--- config.mk ---
export PLATFORM = sky130hd
export DESIGN_NAME = seg_scan_reader
export DESIGN_NICKNAME = d
export VERILOG_FILES = /design/src/rtl/seg_pkg.sv /design/src/rtl/seg7_pattern_decode.sv /design/src/rtl/seg_scan_reader.sv
export SDC_FILE = /design/constraint.sdc
export NUM_CORES = 1
export LEC_CHECK = 0
export BUFFER_PORTS_ARGS = -buffer_cell sky130_fd_sc_hd__buf_2
export CAP_MARGIN = 5
export CORE_ASPECT_RATIO = 0.5
export CORE_MARGIN = 2
export CORE_UTILIZATION = 35
export CTS_BUF_LIST = sky130_fd_sc_hd__clkbuf_16
export CTS_CLUSTER_DIAMETER = 60
export DETAILED_ROUTE_END_ITERATION = 8
export GPL_ROUTABILITY_DRIVEN = 0
export MAX_ROUTING_LAYER = met4
export PLACE_DENSITY = 0.5
export SLEW_MARGIN = 15
export SYNTH_ARGS = -nofsm -noshare
export SYNTH_HDL_FRONTEND = slang
export SYNTH_SLANG_ARGS = --single-unit
--- constraint.sdc ---
create_clock -name clk -period 2.4 [get_ports clk]
set_clock_uncertainty 0.1 [all_clocks]
set_input_delay 0.72 -clock clk [delete_from_list [all_inputs] [get_ports clk]]
set_output_delay 0.72 -clock clk [all_outputs]
set_load 0.05 [all_outputs]
--- src/rtl/seg_pkg.sv ---
// seg_pkg: seven-segment pattern and BCD code constants shared by the scan reader
package seg_pkg;
  localparam logic [6:0] SEG_0 = 7'h3F;
  localparam logic [6:0] SEG_1 = 7'h06;
  localparam logic [6:0] SEG_2 = 7'h5B;
  localparam logic [6:0] SEG_3 = 7'h4F;
  localparam logic [6:0] SEG_4 = 7'h66;
  localparam logic [6:0] SEG_5 = 7'h6D;
  localparam logic [6:0] SEG_6 = 7'h7D;
  localparam logic [6:0] SEG_7 = 7'h07;
  localparam logic [6:0] SEG_8 = 7'h7F;
  localparam logic [6:0] SEG_9 = 7'h6F;
  localparam logic [6:0] SEG_BLANK = 7'h00;
  localparam logic [3:0] BCD_BLANK = 4'hF;
  localparam logic [3:0] BCD_ERR = 4'hE;
  function automatic logic is_onehot4(input logic [3:0] v);
    return v != 4'd0 && (v & (v - 4'd1)) == 4'd0;
  endfunction
endpackage

--- src/rtl/seg7_pattern_decode.sv ---
// seg7_pattern_decode: maps a g..a segment pattern to a BCD nibble plus an error flag
module seg7_pattern_decode
  import seg_pkg::*;
(
  input  logic [6:0] pattern,
  output logic [3:0] bcd,
  output logic       err
);
  always_comb begin
    bcd = BCD_ERR;
    err = 1'b1;
    case (pattern)
      SEG_0:     begin bcd = 4'd0; err = 1'b0; end
      SEG_1:     begin bcd = 4'd1; err = 1'b0; end
      SEG_2:     begin bcd = 4'd2; err = 1'b0; end
      SEG_3:     begin bcd = 4'd3; err = 1'b0; end
      SEG_4:     begin bcd = 4'd4; err = 1'b0; end
      SEG_5:     begin bcd = 4'd5; err = 1'b0; end
      SEG_6:     begin bcd = 4'd6; err = 1'b0; end
      SEG_7:     begin bcd = 4'd7; err = 1'b0; end
      SEG_8:     begin bcd = 4'd8; err = 1'b0; end
      SEG_9:     begin bcd = 4'd9; err = 1'b0; end
      SEG_BLANK: begin bcd = BCD_BLANK; err = 1'b0; end
      default:   begin bcd = BCD_ERR; err = 1'b1; end
    endcase
  end
endmodule

--- src/rtl/seg_scan_reader.sv ---
// seg_scan_reader: samples a multiplexed 7-segment display bus and captures each
// digit once its enable and pattern have been stable for STABLE_CYCLES samples
module seg_scan_reader
  import seg_pkg::*;
#(
  parameter int STABLE_CYCLES = 3
) (
  input  logic        clk,
  input  logic        rst_n,
  input  logic [7:0]  i_seg,
  input  logic [3:0]  i_dig,
  input  logic        i_clear,
  output logic [15:0] o_bcd,
  output logic [3:0]  o_dp,
  output logic [3:0]  o_err,
  output logic        o_frame_valid
);
  localparam logic [1:0] IDLE = 2'd0;
  localparam logic [1:0] SETTLE = 2'd1;
  localparam logic [1:0] CAPTURED = 2'd2;
  localparam logic [3:0] LAST = 4'(STABLE_CYCLES - 1);
  logic [11:0] sync1, sync2, prev;
  logic [1:0] state;
  logic [3:0] count, mask, dig, dec_bcd;
  logic dec_err, change, capture, done;
  assign dig = sync2[11:8];
  assign change = sync2 != prev;
  assign capture = state == SETTLE && !change && count == LAST;
  // a frame completes only when this capture fills the mask and no clear overrides it
  assign done = capture && !i_clear && (mask | dig) == 4'hF;
  seg7_pattern_decode u_dec (
    .pattern(sync2[6:0]),
    .bcd    (dec_bcd),
    .err    (dec_err)
  );
  always_ff @(posedge clk or negedge rst_n) begin
    if (!rst_n) begin
      sync1 <= '0;
      sync2 <= '0;
      prev <= '0;
      state <= IDLE;
      count <= '0;
      mask <= '0;
      o_bcd <= 16'hFFFF;
      o_dp <= '0;
      o_err <= '0;
      o_frame_valid <= 1'b0;
    end else begin
      sync1 <= {i_dig, i_seg};
      sync2 <= sync1;
      prev <= sync2;
      if (change) begin
        state <= is_onehot4(dig) ? SETTLE : IDLE;
        count <= '0;
      end else if (capture) state <= CAPTURED;
      else if (state == SETTLE) count <= count + 4'd1;
      o_frame_valid <= done;
      mask <= (i_clear || done) ? 4'd0 : capture ? (mask | dig) : mask;
      for (int n = 0; n < 4; n++)
        if (capture && dig[n]) begin
          o_bcd[4*n +: 4] <= dec_bcd;
          o_dp[n] <= sync2[7];
          o_err[n] <= dec_err;
        end
    end
  end
endmodule

==> results.py <==
metrics = {
    "floorplanning": {
        "die-area_mm2": 0.00916,
        "start_util_pct": 36.3,
        "ios": 40,
        "die_h_um": 68.7,
        "design.core.area_mm2": 0.00806,
        "die_w_um": 133,
        "rows": 23,
    },
    "placed_design": {
        "dp_hpwl_um": 3730,
        "placed_area_mm2": 0.00326,
        "io_buffers": 39,
        "preCtsSetupSlack_ns": 0.217,
    },
    "worst_setup_path": {
        "cp-start-kind": "register",
        "crit_chain": "xnor2_1 > nand4_1 > nor3_4 > nand3_2 > mux2_1",
        "reg2regPathDepth": 5,
        "end_kind": "register",
        "worstPathRequired_ns": 2.51,
        "worstPathArrival_ns": 2.31,
        "worstPathMaxFanout": 14,
        "slowest_stage": "dfrtp_1",
        "slowest_delay_ns": 0.59,
        "setup.worst_path.class": "register to register",
    },
    "clock_network": {
        "cts_tree": "done",
        "cts_max_path_buffers": 2,
        "path_clk_slew_ns": 0.06,
        "ctsResizeCount": 0,
        "root_buffer": "clkbuf_16",
        "clock_latency_ns": 0.33,
        "cts_sinks": 71,
        "numCtsBuffers": 9,
        "cts_setup_buffers": 0,
        "htree_levels": 3,
        "postCtsHoldBufs": 0,
    },
    "pwr": {
        "power_density_mw_per_mm2": 724,
        "internal-power_mw": 1.97,
        "seqPwrFrac_pct": 49.6,
        "net-switching-power_mw": 0.584,
        "pwr-share-comb_pct": 4.9,
        "p_leak_nw": 1.60,
        "peakVddDrop_v": 0.000326,
        "switching_share_pct": 22.9,
        "power_frac_clock_pct": 45.5,
    },
    "timing": {
        "rsz0062_at_grt": "no",
        "finalCritPeriodShare_pct": 91.3,
        "finalSetupTns_ns": 0,
        "fin_ws_ns": 0.208,
        "slew_viol_final": 0,
        "max_freq_mhz": 456,
        "hold_viol": 0,
        "worst_slew_pin_slew_ns": 0.697,
        "min_period_ns": 2.19,
        "setup_viol": 0,
        "relSlewSlack_pct": 53.0,
    },
    "yosys": {
        "ys_top_cells_by_area": "dfrtp_1, dfstp_2, mux2_2, xnor2_1, a21boi_0",
        "syn_avg_cell_area_um2": 13.7,
        "yosysTopAreaCell": "dfrtp_1",
        "syn_nets": 231,
        "yosysMostFrequentCell": "dfrtp_1",
        "synthCells": 214,
        "ys_types": 52,
        "synth-seq-cells": 71,
        "synth-seq-area-share_pct": 61.4,
        "netlist_area_mm2": 0.00293,
        "synthArstFlopShare_pct": 100,
        "synth-main-ff-cell": "dfrtp_1",
        "synth_top_area_share_pct": 47.0,
        "yosys_warnings": 0,
        "synth-edff-count": 0,
        "synth_common_cells": "dfrtp_1, mux2_2, dfstp_2",
    },
    "finish": {
        "n_antenna_cell": 0,
        "nNetsFinal": 278,
        "drive_gt1_share_pct": 39.8,
        "syn2layout_area_growth_pct": 20.3,
        "num-fill-cells": 778,
        "final_cell_area_mm2": 0.00352,
        "post-route-util_pct": 43.7,
    },
    "grt": {
        "antenna_found_initial": 0,
        "gr-usage-all-layers_pct": 14.3,
        "grt_overflow": 0,
        "grt_max_degree": 72,
        "grt_first_pass_wirelength_um": 9380,
        "grt_pass1_vias": 1834,
    },
    "drt": {
        "vias": 1747,
        "met1_length_um": 2800,
        "dr_wl_met2_um": 2360,
        "firstDrtPassIters": 5,
        "viasPerCell": 4.62,
        "drt_iter0_drc": 127,
        "wl_met3_um": 282,
        "routed.top_layer": "met4",
        "drcViolationCount": 0,
        "drtAntennaViolNets": 0,
        "wire_per_inst_um": 14.6,
        "routed_wl_um": 5520,
    },
    "outcome": {
        "status": "complete, no violations",
    },
    "worst_hold_path": {
        "hold_depth": 0,
        "hold_path_class": "register to register",
    },
    "flow_run": {
        "maxCapViolCount": 0,
    },
}
-- placed cells by master (no fill, tap or decap), types with 2 or more instances in the layout --
master / instances
and2_1: 4
mux2_4: 3
o211ai_1: 3
nor2_1: 9
nand3_1: 3
buf_4: 7
o22ai_1: 2
dfstp_2: 16
a32oi_1: 2
nor2b_1: 3
a21oi_1: 6
nand2_1: 6
nand2b_1: 2
nand4_1: 3
o21ai_0: 5
clkinv_1: 3
and3_1: 2
mux2_2: 17
xnor2_1: 12
a31oi_1: 2
ha_1: 2
nand3_2: 3
mux2_1: 4
a21boi_0: 6
dfrtp_1: 55
clkbuf_16: 9
inv_1: 9
clkinvlp_4: 2
buf_2: 39
nor4_1: 2
-- critical path: cells and delay by family (launching register included) --
family	cells	cell delay [ns]
simple gates	3	0.85
xor+xnor	1	0.17
flops	1	0.59
mux	1	0.37
-- kinds of logic (layout without fill, tap and decap cells) --
kind of cell / count (synthesis) / in the layout / synth area share (%)
xor+xnor: 15 / 15 / 5.38
fa+ha+maj: 2 / 2 / 0.855
buf+inv: 18 / 70 / 3.33
flops: 71 / 71 / 61.4
simple gates: 49 / 49 / 11.2
mux: 25 / 25 / 9.96
compound gates: 34 / 34 / 7.86
-- power by group through the flow --
stage / clock network (mW) / logic, mW / registers [mW]
final: 1.16 / 0.124 / 1.27
after CTS: 1.20 / 0.128 / 1.27
after detailed placement: 0 / 0.127 / 1.29
after global routing: 1.26 / 0.141 / 1.27
after global placement: 0 / 0.125 / 1.28
after floorplan: 0 / 0.0852 / 1.27
-- sequential cells by signal, summed over array words and instances, names as in the netlist --
name,flops
mask,4
o_dp,4
state,2
prev,12
o_frame_valid,1
sync1,12
o_bcd,16
o_err,4
sync2,12
count,4
-- layer usage --
metal | up-vias | track usage, %
met1 | 851 | 18.1
li1 | 847 | -
met4 | 0 | 5.98
met5 | - | -
met3 | 8 | 5.48
met2 | 41 | 20.9
-- layout make-up --
type                    count  area [um2]  share of cell area, %
flip-flops and latches     71        1800                   51.0
repair buffers             47         268                   7.60
inverters                   7        26.3                  0.746
multi-input cells         125        1030                   29.3
clock inverters             7        33.8                  0.959
well taps                 112         140                   3.98
clock buffers               9         225                   6.39
-- through the flow --
stage	hold slack (ns)	power, mW	std cells
2_1_floorplan	0.231	1.35	214
3_3_place_gp	0.233	1.41	362
3_5_place_dp	0.236	1.41	362
4_1_cts	0.248	2.59	378
5_1_grt	0.255	2.67	378
6_report	0.244	2.55	378
-- path summary, 6_finish.rpt --
kind,slack (ns),startpoint,endpoint
hold reg to reg,0.24,sync1[3],sync2[3]
setup / recovery,0.21,sync2[5],o_err[1]
min in group asynchronous,0.31,rst_n,sync1[9]
hold / removal,0.24,sync1[3],sync2[3]
max in group asynchronous,1.56,rst_n,o_bcd[0]
setup reg to reg,0.21,sync2[5],o_err[1]
Note: power is estimated with default switching activity, not from simulation.
